<file path="config.mk">
export PLATFORM = sky130hd
export DESIGN_NAME = calc_entry_fsm
export DESIGN_NICKNAME = d
export VERILOG_FILES = /design/src/rtl/calc_pkg.sv /design/src/rtl/bcd_split.sv /design/src/rtl/calc_entry_fsm.sv
export SDC_FILE = /design/constraint.sdc
export NUM_CORES = 1
export LEC_CHECK = 0
export BUFFER_PORTS_ARGS = -buffer_cell sky130_fd_sc_hd__buf_4
export CORE_ASPECT_RATIO = 2
export CORE_MARGIN = 8
export CORE_UTILIZATION = 62
export DETAILED_ROUTE_END_ITERATION = 8
export GPL_TIMING_DRIVEN = 0
export PLACE_DENSITY = 0.82
export SYNTH_ARGS = -nofsm -noshare
export SYNTH_HDL_FRONTEND = slang
export SYNTH_SLANG_ARGS = --single-unit
</file>
<file path="constraint.sdc">
create_clock -name clk -period 3.9 [get_ports clk]
set_input_delay 0.39 -clock clk [delete_from_list [all_inputs] [get_ports clk]]
set_output_delay 0.39 -clock clk [all_outputs]
set_load 0.02 [all_outputs]
</file>
<file path="src/rtl/calc_pkg.sv">
// Shared types and constants for the calculator entry front-end.
package calc_pkg;

   // Controller states: entry of A, operator, B, then compute/convert/show.
   typedef enum logic [2:0] {
      S_A    = 3'd0,
      S_OP   = 3'd1,
      S_B    = 3'd2,
      S_CALC = 3'd3,
      S_CONV = 3'd4,
      S_SHOW = 3'd5
   } state_t;

   // Arithmetic operator selected by the user.
   typedef enum logic [1:0] {
      OP_ADD = 2'd0,
      OP_SUB = 2'd1,
      OP_MUL = 2'd2
   } op_t;

   // Digit codes understood by the downstream 7-segment decoders.
   localparam logic [3:0] C_BLANK_CODE  = 4'hF;
   localparam logic [3:0] C_ERR_CODE    = 4'hE;
   localparam logic [3:0] C_OP_ADD_CODE = 4'hA;
   localparam logic [3:0] C_OP_SUB_CODE = 4'hB;
   localparam logic [3:0] C_OP_MUL_CODE = 4'hC;

   // Largest value a single operand digit can take.
   localparam logic [3:0] C_DIGIT_MAX = 4'd9;

   // Result width (max 9*9 = 81) and the conversion radix.
   localparam int unsigned RES_W = 7;
   localparam logic [6:0]  C_TEN = 7'd10;

   // Increment a decimal digit, wrapping 9 -> 0.
   function automatic logic [3:0] digit_inc(input logic [3:0] d);
      logic [3:0] r;
      if (d >= C_DIGIT_MAX) begin
         r = 4'd0;
      end else begin
         r = d + 4'd1;
      end
      return r;
   endfunction

   // Decrement a decimal digit, wrapping 0 -> 9.
   function automatic logic [3:0] digit_dec(input logic [3:0] d);
      logic [3:0] r;
      if (d == 4'd0) begin
         r = C_DIGIT_MAX;
      end else begin
         r = d - 4'd1;
      end
      return r;
   endfunction

   // Step the operator forward: ADD -> SUB -> MUL -> ADD.
   function automatic op_t op_inc(input op_t o);
      op_t r;
      case (o)
         OP_ADD:  r = OP_SUB;
         OP_SUB:  r = OP_MUL;
         default: r = OP_ADD;
      endcase
      return r;
   endfunction

   // Step the operator backward: ADD -> MUL -> SUB -> ADD.
   function automatic op_t op_dec(input op_t o);
      op_t r;
      case (o)
         OP_ADD:  r = OP_MUL;
         OP_MUL:  r = OP_SUB;
         default: r = OP_ADD;
      endcase
      return r;
   endfunction

endpackage

</file>
<file path="src/rtl/bcd_split.sv">
// Iterative binary-to-two-digit split: subtracts ten per cycle while
// counting tens; done is raised once the remainder is below ten.
module bcd_split
   import calc_pkg::*;
(
   input  logic             clk,
   input  logic             rst_n,
   input  logic             i_start,
   input  logic             i_abort,
   input  logic [RES_W-1:0] i_value,
   output logic             o_done,
   output logic [3:0]       o_tens,
   output logic [3:0]       o_ones
);

   logic             r_active;
   logic [RES_W-1:0] r_rem;
   logic [3:0]       r_tens;

   // Load on start, then peel off one ten per cycle until the remainder fits a digit.
   always_ff @(posedge clk or negedge rst_n) begin
      if (!rst_n) begin
         r_active <= 1'b0;
         r_rem    <= 7'd0;
         r_tens   <= 4'd0;
      end else if (i_abort) begin
         r_active <= 1'b0;
         r_rem    <= 7'd0;
         r_tens   <= 4'd0;
      end else if (i_start) begin
         r_active <= 1'b1;
         r_rem    <= i_value;
         r_tens   <= 4'd0;
      end else if (r_active) begin
         if (r_rem >= C_TEN) begin
            r_rem  <= r_rem - C_TEN;
            r_tens <= r_tens + 4'd1;
         end else begin
            r_active <= 1'b0;
         end
      end else begin
         r_active <= 1'b0;
      end
   end

   assign o_done = r_active && (r_rem < C_TEN);
   assign o_tens = r_tens;
   assign o_ones = r_rem[3:0];

endmodule

</file>
<file path="src/rtl/calc_entry_fsm.sv">
// Calculator front-end: walks the user through A / operator / B entry,
// computes the result and drives two digit codes for 7-segment decoders.
module calc_entry_fsm
   import calc_pkg::*;
#(
   parameter logic [3:0] BLANK_CODE  = C_BLANK_CODE,
   parameter logic [3:0] ERR_CODE    = C_ERR_CODE,
   parameter logic [3:0] OP_ADD_CODE = C_OP_ADD_CODE,
   parameter logic [3:0] OP_SUB_CODE = C_OP_SUB_CODE,
   parameter logic [3:0] OP_MUL_CODE = C_OP_MUL_CODE
)(
   input  logic       clk,
   input  logic       rst_n,
   input  logic       i_inc,
   input  logic       i_dec,
   input  logic       i_next,
   input  logic       i_clr,
   output logic [3:0] o_digit_hi,
   output logic [3:0] o_digit_lo,
   output logic       o_busy,
   output logic       o_result_valid,
   output logic       o_err
);

   state_t           r_state, w_state_nxt;
   logic [3:0]       r_a, w_a_nxt;
   logic [3:0]       r_b, w_b_nxt;
   op_t              r_op, w_op_nxt;
   logic [3:0]       r_tens, w_tens_nxt;
   logic [3:0]       r_ones, w_ones_nxt;
   logic             r_neg, w_neg_nxt;

   logic [3:0]       r_digit_hi, r_digit_lo;
   logic             r_busy, r_valid, r_err;

   logic [RES_W-1:0] w_res;
   logic             w_start;
   logic             w_conv_done;
   logic [3:0]       w_split_tens, w_split_ones;

   // Display/flag decode for a given register state; outputs are registered
   // from the next-state values so they change one edge after the pulse.
   function automatic logic [10:0] f_decode(
      input state_t     s,
      input logic [3:0] a,
      input logic [3:0] b,
      input op_t        op,
      input logic [3:0] tens,
      input logic [3:0] ones,
      input logic       neg
   );
      logic [3:0] hi, lo;
      logic       busy, valid, err;
      hi    = BLANK_CODE;
      lo    = BLANK_CODE;
      busy  = 1'b0;
      valid = 1'b0;
      err   = 1'b0;
      case (s)
         S_A: lo = a;
         S_OP: begin
            case (op)
               OP_ADD:  lo = OP_ADD_CODE;
               OP_SUB:  lo = OP_SUB_CODE;
               OP_MUL:  lo = OP_MUL_CODE;
               default: lo = BLANK_CODE;
            endcase
         end
         S_B: lo = b;
         S_CALC, S_CONV: busy = 1'b1;
         S_SHOW: begin
            valid = 1'b1;
            err   = neg;
            if (neg) begin
               hi = ERR_CODE;
               lo = BLANK_CODE;
            end else if (tens == 4'd0) begin
               hi = BLANK_CODE;
               lo = ones;
            end else begin
               hi = tens;
               lo = ones;
            end
         end
         default: begin
            hi = BLANK_CODE;
            lo = BLANK_CODE;
         end
      endcase
      return {hi, lo, busy, valid, err};
   endfunction

   // Raw arithmetic result; subtraction underflow is clamped to zero.
   always_comb begin
      w_res = 7'd0;
      case (r_op)
         OP_ADD: w_res = {3'd0, r_a} + {3'd0, r_b};
         OP_SUB: begin
            if (r_a >= r_b) begin
               w_res = {3'd0, r_a} - {3'd0, r_b};
            end else begin
               w_res = 7'd0;
            end
         end
         OP_MUL:  w_res = {3'd0, r_a} * {3'd0, r_b};
         default: w_res = 7'd0;
      endcase
   end

   assign w_start = (r_state == S_CALC) && !i_clr;

   bcd_split u_bcd_split (
      .clk     (clk),
      .rst_n   (rst_n),
      .i_start (w_start),
      .i_abort (i_clr),
      .i_value (w_res),
      .o_done  (w_conv_done),
      .o_tens  (w_split_tens),
      .o_ones  (w_split_ones)
   );

   // Next-state logic: clr beats next beats inc beats dec; only the winner acts.
   always_comb begin
      w_state_nxt = r_state;
      w_a_nxt     = r_a;
      w_b_nxt     = r_b;
      w_op_nxt    = r_op;
      w_tens_nxt  = r_tens;
      w_ones_nxt  = r_ones;
      w_neg_nxt   = r_neg;
      if (i_clr) begin
         w_state_nxt = S_A;
         w_a_nxt     = 4'd0;
         w_b_nxt     = 4'd0;
         w_op_nxt    = OP_ADD;
         w_tens_nxt  = 4'd0;
         w_ones_nxt  = 4'd0;
         w_neg_nxt   = 1'b0;
      end else begin
         case (r_state)
            S_A: begin
               if (i_next) begin
                  w_state_nxt = S_OP;
               end else if (i_inc) begin
                  w_a_nxt = digit_inc(r_a);
               end else if (i_dec) begin
                  w_a_nxt = digit_dec(r_a);
               end else begin
                  w_a_nxt = r_a;
               end
            end
            S_OP: begin
               if (i_next) begin
                  w_state_nxt = S_B;
               end else if (i_inc) begin
                  w_op_nxt = op_inc(r_op);
               end else if (i_dec) begin
                  w_op_nxt = op_dec(r_op);
               end else begin
                  w_op_nxt = r_op;
               end
            end
            S_B: begin
               if (i_next) begin
                  w_state_nxt = S_CALC;
               end else if (i_inc) begin
                  w_b_nxt = digit_inc(r_b);
               end else if (i_dec) begin
                  w_b_nxt = digit_dec(r_b);
               end else begin
                  w_b_nxt = r_b;
               end
            end
            S_CALC: begin
               w_neg_nxt   = (r_op == OP_SUB) && (r_a < r_b);
               w_state_nxt = S_CONV;
            end
            S_CONV: begin
               if (w_conv_done) begin
                  w_tens_nxt  = w_split_tens;
                  w_ones_nxt  = w_split_ones;
                  w_state_nxt = S_SHOW;
               end else begin
                  w_state_nxt = S_CONV;
               end
            end
            S_SHOW: begin
               // Leaving the result starts a fresh calculation from a clean slate.
               if (i_next) begin
                  w_state_nxt = S_A;
                  w_a_nxt     = 4'd0;
                  w_b_nxt     = 4'd0;
                  w_op_nxt    = OP_ADD;
                  w_tens_nxt  = 4'd0;
                  w_ones_nxt  = 4'd0;
                  w_neg_nxt   = 1'b0;
               end else begin
                  w_state_nxt = S_SHOW;
               end
            end
            default: w_state_nxt = S_A;
         endcase
      end
   end

   // State registers and registered display/flag outputs.
   always_ff @(posedge clk or negedge rst_n) begin
      if (!rst_n) begin
         r_state    <= S_A;
         r_a        <= 4'd0;
         r_b        <= 4'd0;
         r_op       <= OP_ADD;
         r_tens     <= 4'd0;
         r_ones     <= 4'd0;
         r_neg      <= 1'b0;
         r_digit_hi <= BLANK_CODE;
         r_digit_lo <= 4'd0;
         r_busy     <= 1'b0;
         r_valid    <= 1'b0;
         r_err      <= 1'b0;
      end else begin
         r_state <= w_state_nxt;
         r_a     <= w_a_nxt;
         r_b     <= w_b_nxt;
         r_op    <= w_op_nxt;
         r_tens  <= w_tens_nxt;
         r_ones  <= w_ones_nxt;
         r_neg   <= w_neg_nxt;
         {r_digit_hi, r_digit_lo, r_busy, r_valid, r_err} <=
            f_decode(w_state_nxt, w_a_nxt, w_b_nxt, w_op_nxt,
                     w_tens_nxt, w_ones_nxt, w_neg_nxt);
      end
   end

   assign o_digit_hi     = r_digit_hi;
   assign o_digit_lo     = r_digit_lo;
   assign o_busy         = r_busy;
   assign o_result_valid = r_valid;
   assign o_err          = r_err;

endmodule

</file>
# Word level (Yosys, flattened, before mapping)

Index checks and enable logic that the tools add are counted.

Flip-flop bits (word level): 45
Logic and storage cells: 124
Input port bits: 6

$add $sub $neg: 8
Multiply operators: 1
Eq/ne operators: 14
Muxes and demuxes: 65
Order comparisons: 6
Reductions and logical operators: 15

Operators with widths:

| kind                                                                                | count |
|---|---|
| 4-bit two-way mux                                                                   | 28 |
| 7-bit two-way mux                                                                   | 5 |
| 4-bit one-hot mux with 2 select lines                                               | 4 |
| 7-bit one-hot mux with 3 select lines                                               | 1 |
| 3-bit one-hot mux with 6 select lines                                               | 1 |
| 4-bit one-hot mux with 4 select lines                                               | 1 |
| 3-bit two-way mux                                                                   | 5 |
| 4-bit by 1-bit adder with 4-bit output, second input constant                       | 3 |
| 3-bit by 2-bit equality test with 1-bit output, second input constant               | 4 |
| 3-bit equality test, second input constant                                          | 4 |
| 4-bit logical NOT                                                                   | 3 |
| 2-bit one-hot mux with 2 select lines                                               | 3 |
| 1-bit two-way mux                                                                   | 10 |
| 2-bit two-way mux                                                                   | 5 |
| 3-bit one-hot mux with 3 select lines                                               | 1 |
| 4-bit greater-or-equal comparator, second input constant                            | 2 |
| 4-bit by 1-bit subtractor with 4-bit output, second input constant                  | 2 |
| 7-bit by 4-bit greater-or-equal comparator with 1-bit output, second input constant | 1 |
| 7-bit by 4-bit < comparator with 1-bit output, second input constant                | 1 |
| 4-bit by 4-bit multiplier with 7-bit output                                         | 1 |
| 7-bit by 4-bit subtractor with 7-bit output, second input constant                  | 1 |
| 3-bit by 1-bit equality test with 1-bit output, second input constant               | 2 |
| 3-bit logical NOT                                                                   | 2 |
| 3-bit nonzero test                                                                  | 2 |
| 12 further kinds                                                                    | 17 |

# Logic depth before layout (Yosys ltp)

Depth in word-level cells: 10
Gate-level depth with buffers: 13

# By module

A second synthesis with hierarchy kept.

Cells, all modules: 449
Area, all modules: 3826.2 um^2

By module, submodules not included:

| module         | sequential area each (um^2) | times used | area an instance (um^2) | cells an instance |
|---|---|---|---|---|
| calc_entry_fsm | 830.8                       | 1          | 3069.2                  | 366 |
| bcd_split      | 300.3                       | 1          | 757.0                   | 83 |

# Worst setup path after synthesis

Ideal clock, no wire load.

Path kind: reg2reg
From: register r_a[1]
To: register u_bcd_split.r_rem[6]
Clock period less this slack: 3.195 ns
Path slack: 0.705 ns
Arrival time: 3.073 ns
Library setup time: 0.122 ns
Stages on the path, launching flop included: 12
Cells stage by stage: dfrtp_1 > clkbuf_1 > nand2_1 > fa_1 > inv_1 > fa_1 > fa_1 > a21o_1 > a21oi_1 > xnor2_1 > o21ai_0 > a32o_1

Cells in the longest elaborated chain, start to end: 5
Elaborated cells between the ends (all ways): 7
Classes of those cells: add/sub: 1; mul: 1; order compare: 1; mux: 4

RTL lines:

| element                                                                             | line                  | text |
|---|---|---|
| from (decl)                                                                         | calc_entry_fsm.sv:26  | `logic [3:0] r_a, w_a_nxt;` |
| from (signal assigned)                                                              | calc_entry_fsm.sv:224 | `r_a <= w_a_nxt;` |
| branches (longest 2 deep; another with 4-bit by 4-bit multiplier with 7-bit output) | -                     |  |
| 7-bit one-hot mux with 3 select lines (*)                                           | calc_entry_fsm.sv:96  | `case (r_op)` |
| 7-bit two-way mux (*)                                                               | bcd_split.sv:30       | `end else if (i_start) begin` |
| 7-bit two-way mux (*)                                                               | bcd_split.sv:26       | `end else if (i_abort) begin` |
| to (signal assigned)                                                                | bcd_split.sv:32       | `r_rem <= i_value;` |
| to (signal assigned)                                                                | bcd_split.sv:36       | `r_rem <= r_rem - C_TEN;` |
| to (decl)                                                                           | bcd_split.sv:17       | `logic [RES_W-1:0] r_rem;` |

Every way passes the cells marked *.
A chain may end at the register's enable or synchronous reset.

# Worst setup path after layout

From: register r_b[2]
To: register u_bcd_split.r_rem[6]

Cells in the longest elaborated chain, start to end: 5
Elaborated cells between the ends (all ways): 7
Classes of those cells: add/sub: 1; mul: 1; order compare: 1; mux: 4

RTL lines:

| element                                                                             | line                  | text |
|---|---|---|
| from (decl)                                                                         | calc_entry_fsm.sv:27  | `logic [3:0] r_b, w_b_nxt;` |
| from (signal assigned)                                                              | calc_entry_fsm.sv:225 | `r_b <= w_b_nxt;` |
| branches (longest 2 deep; another with 4-bit by 4-bit multiplier with 7-bit output) | -                     |  |
| 7-bit one-hot mux with 3 select lines (*)                                           | calc_entry_fsm.sv:96  |  |
| 7-bit two-way mux (*)                                                               | bcd_split.sv:30       |  |
| 7-bit two-way mux (*)                                                               | bcd_split.sv:26       |  |

Marked as above.

==> flow_summary.toml <==
[die]
num_rows = 39
pin_count = 17
chipWidth_um = 70.22
start_util = 0.6384
core_area_mm2 = 0.005709
die_h_um = 124.4
die_area_mm2 = 0.008737

[setup_path]
critical_path_class = "flip-flop to flip-flop"
crit_fanout = 9
cp-start-kind = "flip-flop"
crit_path_frequent_cell = "fa_1"
cp_slowest_cell = "fa_1"
required_ps = 4080
cp_num_buf_inv = 2
path_delay_family = "adder cells"
end_kind = "flip-flop"
max_stage_delay_ps = 530
crit_start = "r_b[2]"
reg2reg_from = "r_b[2]"
cp_cell_sequence = "clkbuf_1 -> nand2_1 -> fa_1 -> inv_1 -> fa_1 -> fa_1 -> a21o_1 -> a21oi_1 -> xnor2_1 -> o21ai_0 -> a32o_1"
worst_ep_arrival_time_ps = 3700

[synth]
synth_area_mm2 = 0.003645
synth_warnings = 0
ys_types = 75
ys_ff_latch = 45
synth-async-reset-ratio = 1.000
synth_nets = 459
synthTopCellsByCount = "dfrtp_1 (41), nand2_1 (35), ha_1 (28), inv_1 (28), nor2_1 (27)"
yosysTopAreaCellShare = 0.2815
yosysTopAreaCell = "dfrtp_1"
netlist_top_cells_area = "dfrtp_1 (28%), ha_1 (9.6%), nand2_1 (3.6%), fa_1 (3.3%), dfstp_2 (2.9%)"
synth-edff-count = 0
yosysMostFrequentCell = "dfrtp_1"
avgSynthCellArea_um2 = 8.699
syn_inst = 419
yosysSeqAreaShare = 0.3103
synth_ff_type = "dfrtp_1"

[global_route]
first_global_vias = 3485
grt-ovfl-total = 0
grt_pass1_wl_um = 16900
grt_max_degree = 46
track_usage = 0.2365
antenna_found_initial = 0

[pwr]
netSwitchingFraction = 0.2805
intPower_uw = 823.9
p_comb_frac = 0.182
cellLeakagePower_uw = 0.001806
seq_power_share = 0.427
p_per_area_mw_per_mm2 = 286.9
p_clk_frac = 0.391
ir_drop_uv = 405.2
power.switching_uw = 321.3

[clock_network]
cts_buffers = 5
hold_buffers = 0
numClockSinks = 45
cts_resized = 0
clk_path_buf_depth = 2
cts_tree = "done"
clk_latency_ps = 290
clk_pin_slew_ps = 70
htreeDepth = 2
cts_root_buf = "clkbuf_16"
post_cts.repair.setup_buffers = 0

[timing]
postLayoutSetupSlackWorst_ps = 376.8
period_needed_ps = 3523
fin_setup_tns_ps = 0
final_hold_viol_count = 0
fin_skew_ps = 7.263
setup_viol = 0
slew-limit-headroom = 0.5888
max_freq_ghz = 0.2838
drv_slew = 0
fin_crit_sh = 0.9034
rsz0062_at_grt = "false"
tightest_slew_ps = 614.6

[final_layout]
finalInstanceArea_mm2 = 0.003991
syn2layout_area_growth_pct = 9.509
antenna_cells = 0
nets = 481
drive_gt1_frac = 0.09955
postLayoutCoreUtil = 0.6991

[placed_design]
postPlaceCellArea_mm2 = 0.003834
place_ws_ps = 356.2
gp_congestion = 0.9846
portBuffers = 15
place_hpwl_um = 7878

[detailed_routing]
ant_nets = 0
wirelength_um = 10290
vias = 3422
wl_per_cell_um = 20.45
viasPerCell = 6.803
remaining_drc_errors = 0
dr.pass1.iters = 5
detail_route.iter0.violations = 274

[worst_hold_path]
hold_path.class = "input port to asynchronous set/reset pin"

[flow_run]
maxCapViolations = 0

[run_status]
status = "finished, final reports clean"
[metrics by stage]
step                      hold WS, ps  total power, uW  std cells
after floorplan                 94.41            634.0        419
after global placement          407.6            695.8        495
after detailed placement        417.7            699.4        495
after CTS                       120.5             1137        503
after global routing            144.0             1179        503
final                           86.80             1145        503
[layout by cell type, fill, tap and decap left out, types with 3 or more instances in the layout]
cell type	instances
a211oi_1	4
a21o_1	6
a21oi_1	18
a221oi_1	4
a22oi_1	3
a31oi_1	6
a32o_1	8
and2_1	6
buf_2	5
buf_4	15
clkbuf_1	21
clkbuf_16	5
dfrtp_1	41
dfstp_2	4
fa_1	6
ha_1	28
inv_1	28
mux2i_1	4
nand2_1	35
nand2b_1	10
nand3_1	15
nand4_1	6
nor2_1	27
nor2b_1	7
nor3_1	10
o211ai_1	7
o21a_1	6
o21ai_0	19
o21ai_1	9
o221ai_1	3
o31ai_1	5
or3_1	3
xnor2_1	5
xor2_1	8
[worst paths after layout]
check / to / slack (ps) / cells after the start
setup / recovery: u_bcd_split.r_rem[6] / 380 / 11
hold / removal: u_bcd_split.r_rem[4] / 90 / 1
setup reg to reg: u_bcd_split.r_rem[6] / 380 / 11
hold reg to reg: u_bcd_split.r_rem[5] / 540 / 1
max in group asynchronous: o_digit_hi[1] / 3410 / 1
min in group clk: r_b[1] / 540 / 3
[cells by family (layout without fill, tap and decap cells)]
| logic type | Yosys count | count (layout) | share of synthesized area |
|---|---|---|---|
| and+or+nand+nor | 142 | 142 | 0.2111 |
| AOI/OAI and AO/OA | 124 | 124 | 0.2396 |
| buffers and inverters | 56 | 79 | 0.06145 |
| DFF | 45 | 45 | 0.3103 |
| adders and majority gates | 34 | 34 | 0.1291 |
| xor gates and xnor gates | 13 | 13 | 0.03124 |
| muxes | 5 | 5 | 0.01716 |
[layer usage]
layer / vias to the layer above / global-route usage / wire length (um)
met3: 55 / 0.02632 / 436
met4: 0 / 0.1869 / 747
met5: - / 0 / 0
met2: 155 / 0.4197 / 5495
li1: 1571 / - / -
met1: 1641 / 0.2389 / 3609
[cell type report]
class / count / area (um2)
Buffer: 28 / 118.9
Clock buffer: 7 / 152.6
Clock inverter: 1 / 5.005
Fill cell: 484 / 1718
Inverter: 28 / 105.1
Multi-Input combinational cell: 318 / 2290
Sequential cell: 45 / 1131
Tap cell: 61 / 76.32
Timing Repair Buffer: 15 / 112.6
[power groups by stage]
stage	Clock (uW)	Sequential [uW]	Combinational, uW
after floorplan	0	501	133
after global placement	0	496	199
after detailed placement	0	497	202
after CTS	444	489	205
after global routing	461	490	228
final	448	489	208
[flip-flops by register name, summed over array words and instances (netlist names)]
| name | count |
|---|---|
| r_op | 2 |
| r_ones | 4 |
| o_busy | 1 |
| o_digit_hi | 4 |
| r_a | 4 |
| r_b | 4 |
| u_bcd_split.o_tens | 4 |
| u_bcd_split.r_rem | 7 |
| o_result_valid | 1 |
| r_state | 3 |
| o_err | 1 |
| u_bcd_split.r_active | 1 |
| r_tens | 4 |
| o_digit_lo | 4 |
| r_neg | 1 |
No activity file was read; power rests on OpenSTA's default activity.
